<file path="src/rtl/spi_ctrl_pkg.sv">
// Shared definitions for the SPI controller: frame geometry, field widths,
// the write encoding of the rw bit and the controller state encoding.
package spi_ctrl_pkg;

  localparam int FRAME_BITS  = 16;
  localparam int ADDR_W      = 7;
  localparam int DATA_W      = 8;
  localparam logic RW_WRITE  = 1'b1;

  // One SCLK edge per divider tick during SHIFT: two edges per frame bit.
  localparam int SHIFT_EDGES = 2 * FRAME_BITS;

  typedef enum logic [2:0] {
    ST_IDLE,
    ST_SETUP,
    ST_SHIFT,
    ST_HOLD,
    ST_GAP
  } state_t;

endpackage

</file>
<file path="src/rtl/spi_tick_gen.sv">
// Divider tick generator for the SPI controller.
// Emits a one-cycle tick every DIV clk cycles while enable is high. The
// down-counter reloads whenever enable is low, so the first tick after
// enable rises always lands exactly DIV cycles later.
//
// Ports:
//   clk     system clock
//   rst_n   asynchronous active-low reset
//   enable  count while high, hold at reload value while low
//   tick    one-cycle pulse at terminal count
module spi_tick_gen #(
  parameter int DIV = 4
) (
  input  logic clk,
  input  logic rst_n,
  input  logic enable,
  output logic tick
);

  localparam logic [7:0] RELOAD = 8'(DIV - 1);

  logic [7:0] count;

  always_ff @(posedge clk or negedge rst_n) begin
    if (!rst_n) begin
      count <= RELOAD;
    end else if (!enable || count == 8'd0) begin
      count <= RELOAD;
    end else begin
      count <= count - 8'd1;
    end
  end

  assign tick = enable && (count == 8'd0);

endmodule

</file>
<file path="src/rtl/spi_controller.sv">
// SPI mode-0 master issuing 16-bit frames {rw, addr, wdata}, MSB first.
// A divider tick paces every phase: SETUP, each of the 32 SCLK edges in
// SHIFT, HOLD and GAP each last CLK_DIV cycles. sclk, copi, ncs and done
// are registered from the next-state decode so they never glitch.
//
// state  | meaning
// -------+-----------------------------------------------------------
// IDLE   | ncs high, waiting for start
// SETUP  | ncs low, copi = frame bit 15, sclk low
// SHIFT  | sclk toggles each tick; sample cipo on rise, advance copi on fall
// HOLD   | ncs low, sclk low, copi holds bit 0
// GAP    | ncs high, busy still high; done pulses on entry
//
// Ports:
//   clk, rst_n          system clock, async active-low reset
//   start, rw, addr,    frame request and contents, latched on accept
//   wdata
//   busy, done, rdata   status, completion pulse, last received byte
//   sclk, copi, ncs     SPI outputs to the responder
//   cipo                SPI input from the responder
module spi_controller
  import spi_ctrl_pkg::*;
#(
  parameter int CLK_DIV = 4
) (
  input  logic              clk,
  input  logic              rst_n,
  input  logic              start,
  input  logic              rw,
  input  logic [ADDR_W-1:0] addr,
  input  logic [DATA_W-1:0] wdata,
  output logic              busy,
  output logic              done,
  output logic [DATA_W-1:0] rdata,
  output logic              sclk,
  output logic              copi,
  output logic              ncs,
  input  logic              cipo
);

  localparam int TX_W = ADDR_W + DATA_W;
  localparam logic [4:0] LAST_EDGE = 5'(SHIFT_EDGES - 1);

  state_t state, next_state;

  logic              tick;
  logic              accept;
  logic              shift_tick;
  logic              last_edge;
  logic [TX_W-1:0]   tx;
  logic [DATA_W-1:0] rx;
  logic [4:0]        edge_cnt;
  logic              sclk_d, copi_d, ncs_d, done_d;

  assign busy       = (state != ST_IDLE);
  assign accept     = (state == ST_IDLE) && start;
  assign shift_tick = (state == ST_SHIFT) && tick;
  assign last_edge  = (edge_cnt == LAST_EDGE);

  spi_tick_gen #(.DIV(CLK_DIV)) u_tick_gen (
    .clk    (clk),
    .rst_n  (rst_n),
    .enable (busy),
    .tick   (tick)
  );

  always_ff @(posedge clk or negedge rst_n) begin
    if (!rst_n) begin
      state <= ST_IDLE;
    end else begin
      state <= next_state;
    end
  end

  always_comb begin
    next_state = state;
    unique case (state)
      ST_IDLE:  if (start)                 next_state = ST_SETUP;
      ST_SETUP: if (tick)                  next_state = ST_SHIFT;
      ST_SHIFT: if (tick && last_edge)     next_state = ST_HOLD;
      ST_HOLD:  if (tick)                  next_state = ST_GAP;
      ST_GAP:   if (tick)                  next_state = ST_IDLE;
      default:                             next_state = ST_IDLE;
    endcase
  end

  always_comb begin
    sclk_d = sclk;
    copi_d = copi;
    ncs_d  = !(next_state inside {ST_SETUP, ST_SHIFT, ST_HOLD});
    done_d = (state == ST_HOLD) && tick;
    if (accept) begin
      copi_d = rw;
    end
    if (shift_tick) begin
      sclk_d = ~sclk;
      // Falling edge: present the next bit, except after the final fall so
      // that copi keeps bit 0 through HOLD.
      if (sclk && !last_edge) begin
        copi_d = tx[TX_W-1];
      end
    end
    if (next_state == ST_GAP || next_state == ST_IDLE) begin
      sclk_d = 1'b0;
      copi_d = 1'b0;
    end
  end

  always_ff @(posedge clk or negedge rst_n) begin
    if (!rst_n) begin
      sclk <= 1'b0;
      copi <= 1'b0;
      ncs  <= 1'b1;
      done <= 1'b0;
    end else begin
      sclk <= sclk_d;
      copi <= copi_d;
      ncs  <= ncs_d;
      done <= done_d;
    end
  end

  // tx holds the bits still to be sent after the one on copi (rw goes
  // straight to copi on accept). rx keeps only the most recent DATA_W bits
  // of the 16 shifted in: the address-phase byte falls off the top and is
  // never observable.
  always_ff @(posedge clk or negedge rst_n) begin
    if (!rst_n) begin
      tx       <= '0;
      rx       <= '0;
      edge_cnt <= '0;
      rdata    <= '0;
    end else begin
      if (accept) begin
        tx       <= {addr, wdata};
        rx       <= '0;
        edge_cnt <= '0;
      end else if (shift_tick) begin
        edge_cnt <= edge_cnt + 5'd1;
        if (!sclk) begin
          rx <= {rx[DATA_W-2:0], cipo};
        end else if (!last_edge) begin
          tx <= {tx[TX_W-2:0], 1'b0};
        end
      end
      if (done_d) begin
        rdata <= rx;
      end
    end
  end

endmodule

</file>
<file path="config.mk">
export PLATFORM = sky130hd
export DESIGN_NAME = spi_controller
export DESIGN_NICKNAME = d
export VERILOG_FILES = /design/src/rtl/spi_ctrl_pkg.sv /design/src/rtl/spi_tick_gen.sv /design/src/rtl/spi_controller.sv
export SDC_FILE = /design/constraint.sdc
export NUM_CORES = 1
export LEC_CHECK = 0
export ABC_CLOCK_PERIOD_IN_PS = 4500
export BUFFER_PORTS_ARGS = -buffer_cell sky130_fd_sc_hd__buf_2
export CAP_MARGIN = 10
export CORE_UTILIZATION = 45
export DETAILED_ROUTE_END_ITERATION = 16
export PLACE_DENSITY = 0.7
export SYNTH_ARGS = -nofsm -noshare
export SYNTH_HDL_FRONTEND = slang
export SYNTH_HIERARCHICAL = 1
export SYNTH_SLANG_ARGS = --single-unit
</file>
<file path="constraint.sdc">
create_clock -name clk -period 4.5 [get_ports clk]
set_input_delay 0.9 -clock clk [delete_from_list [all_inputs] [get_ports clk]]
set_output_delay 0.9 -clock clk [all_outputs]
set_load 0.01 [all_outputs]
</file>
== Word-level counts from Yosys, hierarchy flattened ==
Index checks and enable logic that the tools add are counted.
Storage, ports and cells
  memories kept: 0
  word-level logic and storage cells: 67
  RAM bits: 0
  flip-flop bits (word level): 51
  bits in read-only memories: 0
  output and inout port bits: 13
  latch bits: 0
Operators by class
  reductions and logical operators: 21
  add/subtract/negate cells: 2
  magnitude comparators: 0
  multiplexer cells: 22
  divide/modulo/power cells: 0
  bitwise operators: 1
  eq/ne operators: 11
  shift operators: 0
  $mul: 0
Operators with widths (count)
  $mux 15: 4
  $mux 8: 4
  $mux 3: 5
  $pmux 3 s5: 1
  $eq 3x2->1 const B: 4
  $mux 5: 2
  $logic_not 8->1: 1
  $sub 8x1->8 const B: 1
  $eq 3x1->1 const B: 2
  $eq 3x3->1 const B: 2
  $logic_and 1x1->1: 6
  $logic_not 3->1: 2
  $mux 1: 6
  $reduce_bool 2->1: 3
  $reduce_bool 3->1: 2
  $add 5x1->5 const B: 1
  $eq 5x5->1 const B: 1
  $logic_not 1->1: 3
  $reduce_and 3->1: 1
  $logic_or 1x1->1: 2
  $ne 2x1->1 const B: 1
  $ne 2x2->1 const B: 1
  $reduce_and 2->1: 1
  $not 1->1: 1

== Depth between registers and ports, before layout ==
  depth after elaboration: 8
  gate-level depth with buffers: 10

== By module ==
Netlist, hierarchy kept.
Modules (own cells, without submodules)
  spi_controller: area an instance 1961.9 um^2, cells an instance 166, sequential area each 1077.3 um^2, times used 1
  spi_tick_gen: area an instance 437.9 um^2, cells an instance 42, sequential area each 202.7 um^2, times used 1

== Worst setup path after synthesis ==
No wires, ideal clock.
  kind: register to register
  start: reg state[1]
  end: reg tx[2]
  slack: 2.306 ns
  cell stages (with the launch flop): 9
  library setup time: 0.126 ns
  path buffers: 3
  required time: 4.374 ns
  data arrival time: 2.068 ns
  clock period less this slack: 2.194 ns
  cells stage by stage: dfrtp_1 > buf_6 > or3_1 > and3_1 > buf_2 > and4bb_1 > buf_6 > and3_1 > a221o_1
Between the ends
  word-level cells in the longest chain between the ends: 5
  elaborated cells on any way between the ends: 11
  classes of those cells: eq/ne: 2; mux: 1; reduce/logical: 8
Ends and longest elaborated chain
  start, declared: line spi_controller.sv:44  | state_t state, next_state;
  start signal, assigned: line spi_controller.sv:71  | state <= next_state;
  $reduce_bool 3->1: line spi_controller.sv:55  | assign busy = (state != ST_IDLE);
  net busy: line spi_controller.sv:32  | output logic busy,
  $logic_and 1x1->1: line spi_tick_gen.sv:34  | assign tick = enable && (count == 8'd0);
  net tick: line spi_controller.sv:46  | logic tick;
  $logic_and 1x1->1: line spi_controller.sv:57  | assign shift_tick = (state == ST_SHIFT) && tick;
  $reduce_bool 2->1 (no source line)
  $reduce_and 3->1 (no source line)
  end signal, assigned: line spi_controller.sv:135  | tx <= {addr, wdata};
  end signal, assigned: line spi_controller.sv:143  | tx <= {tx[TX_W-2:0], 1'b0};
  end, declared: line spi_controller.sv:50  | logic [TX_W-1:0] tx;
The timed path passes the listed nets, and every way through them passes these cells.
A chain may end at the register's enable or synchronous reset.

== Worst setup path after layout ==
  start: reg u_tick_gen.count[3]
  end: reg tx[14]
Between the ends
  word-level cells in the longest chain between the ends: 5
Ends and longest elaborated chain
  start, declared: line spi_tick_gen.sv:22  | logic [7:0] count;
  start signal, assigned: line spi_tick_gen.sv:30  | count <= count - 8'd1;
  $logic_not 8->1: line spi_tick_gen.sv:34
  $logic_and 1x1->1: line spi_tick_gen.sv:34
  net tick: line spi_controller.sv:46
  $logic_and 1x1->1: line spi_controller.sv:57
  $reduce_bool 2->1 (no source line)
  $reduce_and 3->1 (no source line)
The timed path passes the listed nets, and every way through them passes these cells.

==> flow_metrics.tcl <==
set metrics [dict create \
    final-hold-violation-count 0 \
    fin_area_mm2 0.002699 \
    synth_edf_count 0 \
    multi_input_area_mm2 0.001012 \
    synth_cell_types 45 \
    period_share 0.6244 \
    power.share.switching 0.3326 \
    path_class "reg -> reg" \
    drv_slew 0 \
    grt_usage 0.1732 \
    final-setup-viol-count 0 \
    finalSetupTns_ns 0 \
    drtAntennaViolNets 0 \
    clockBufferDepth 2 \
    routed_wl_um 4433 \
    critPathTopFamily "simple AND/OR/NAND/NOR gates" \
    relSlewSlack 0.4738 \
    synthToLayoutAreaGrowth_pct 12.46 \
    n_fill_cell 471 \
    power.internal_mw 1.060 \
    ir_worst_vdd_mv 0.2611 \
    wire_per_inst_um 14.39 \
    drive_gt1_frac 0.2731 \
    synthesis.area_mm2 0.002400 \
    core_mm2 0.005107 \
    crit_path_cell_trace "nor4_1, and3_1, and4bb_1, a21oi_2, a221o_1" \
    cts_sinks 51 \
    die_h_um 75.03 \
    cts_resized 0 \
    port_buffers 32 \
    max_cap_violations 0 \
    start_kind "flip-flop" \
    drtIter0Drc 67 \
    placed_cells 300 \
    fin_util 0.5284 \
    seq_area_frac_synth 0.5334 \
    num_rows 26 \
    start_util 0.4699 \
    synth_cells 208 \
    cts_made_buffers 5 \
    comb_power_share 0.289 \
    worst_slew_pin_slew_ns 0.7863 \
    worstPathMaxFanout 17 \
    antenna_found_initial 0 \
    final_common_cell "dfrtp_1" \
    yosys_warnings 6 \
    syn-num-nets 232 \
    die_area_mm2 0.005629 \
    rsz0062_at_grt "no" \
    path_clk_slew_ns 0.09 \
    layout_common_cells "dfrtp_1 (48), buf_2 (32), a21oi_1 (15), o21ai_0 (15), a221o_1 (13)" \
    clkPwrFrac 0.207 \
    cts_tree "done" \
    grt_pass1_vias 1614 \
    hold_slack_ns 0.4663 \
    drc 0 \
    h-tree-depth 2 \
    cp.arrival_ns 3.00 \
    synth-seq-cells 51 \
    grt_remaining_overflow 0 \
    cp_slowest_stage_delay_ns 0.63 \
    cpMaxStageDelayCell "and4bb_1" \
    gp_congestion 0.6921 \
    avgSynthCellArea_um2 11.54 \
    grt_max_degree 52 \
    power.net_switching_mw 0.5280 \
    fin_crit_ns 2.810 \
    synth-main-ff-cell "dfrtp_1" \
    pin_count 33 \
    via_per_inst 5.513 \
    pwr-share-seq 0.504 \
    critPathBufInv 0 \
    grt_first_pass_wirelength_um 7155 \
    drtPass1Iterations 4 \
    cp.required_ns 4.69 \
    fin_skew_ns 0.005131 \
    root_buffer "clkbuf_8" \
    die_width_um 75.03 \
    synthArstFlopShare 1.000 \
    cts_hold_buf 0 \
    hold_class "reg -> reg" \
    clock_latency_ns 0.30 \
    cts_setup_buffers 0 \
    timing.fmax_mhz 355.9 \
    num_vias 1698 \
    final_cells 308 \
    fin_nets 261 \
    num_antenna_cells 0 \
    status "finished, final reports clean" \
    end_kind "flip-flop" \
    seqCellArea_mm2 0.001280 \
    placed_cell_area_mm2 0.002581 \
    leakagePower_nw 1.275 \
    place_hpwl_um 2942 \
    powerDensity_mw_per_mm2 588.2 \
]
## stage by stage
step | power, mW | setup WS [ns]
after floorplan | 1.143 | 2.306
after global placement | 1.245 | 1.825
after detailed placement | 1.269 | 1.725
after CTS | 1.606 | 1.697
after global routing | 1.701 | 1.468
final | 1.588 | 1.690
## cells by family (layout without fill, tap and decap cells)
kind of cell | Yosys count | count (layout) | synth area share
AOI/OAI and AO/OA | 55 | 55 | 0.1637
xor gates and xnor gates | 2 | 2 | 0.007301
adders and majority gates | 4 | 4 | 0.02086
buffers and inverters | 19 | 49 | 0.04483
DFF | 51 | 51 | 0.5334
muxes | 12 | 12 | 0.05475
and+or+nand+nor | 65 | 65 | 0.1752
## flip-flops by register name (all words and copies together), names as in the netlist
name,flops
tx,15
rdata,8
rx,8
u_tick_gen/count,8
edge_cnt,5
state,3
copi,1
done,1
ncs,1
sclk,1
## final timing paths
check / depth (start not counted) / slack [ns] / startpoint / to
setup / recovery: 5 / 1.69 / u_tick_gen/count[3] / tx[14]
hold / removal: 1 / 0.47 / u_tick_gen/count[0] / u_tick_gen/count[0]
setup reg to reg: 5 / 1.69 / u_tick_gen/count[3] / tx[14]
hold reg to reg: 1 / 0.47 / u_tick_gen/count[0] / u_tick_gen/count[0]
max in group asynchronous: 2 / 3.38 / rst_n / tx[2]
min in group asynchronous: 2 / 0.69 / rst_n / u_tick_gen/count[2]
## area by class of cell
class,count,area share
timing repair buffer,34,0.06490
multi-input combinational,138,0.3751
sequential,51,0.4743
tap,70,0.03245
clock buffer,6,0.03060
clock inverter,2,0.01298
inverter,7,0.009736
## power groups by stage
stage                     clock, mW  combinational (mW)  sequential (mW)
after global routing          0.355               0.519            0.826
after detailed placement          0               0.463            0.806
final                         0.329               0.459            0.799
after CTS                     0.341               0.468            0.797
after floorplan                   0               0.386            0.757
after global placement            0               0.445            0.800
## synth_stat cells, types with 2 or more instances
library cell | instances | area (µm²)
and3_1 | 3 | 18.77
ha_1 | 4 | 50.05
dfrtp_1 | 48 | 1201
or3_1 | 3 | 18.77
a22o_1 | 2 | 17.52
nand2b_1 | 3 | 18.77
buf_6 | 4 | 45.04
a221o_1 | 13 | 130.1
inv_1 | 6 | 22.52
mux2_2 | 9 | 101.4
nor3_1 | 2 | 10.01
nand3_1 | 10 | 50.05
o21ai_0 | 15 | 75.07
dfstp_2 | 3 | 78.83
clkbuf_1 | 3 | 11.26
a21oi_1 | 15 | 75.07
nand3b_1 | 2 | 15.01
mux2i_1 | 3 | 30.03
buf_2 | 5 | 25.02
nor2b_1 | 4 | 25.02
and2_1 | 12 | 75.07
nand2_1 | 12 | 45.04
nor2_1 | 5 | 18.77
## routing by layer
layer  share of wire  global-route usage  vias to the layer above
met5               0                   0                        -
met4           0.016             0.07757                        0
met3           0.031             0.04150                        6
met2            0.49              0.2803                       19
met1            0.46              0.2220                      860
li1                -                   -                      813
Power figures use the tool's default switching activity.
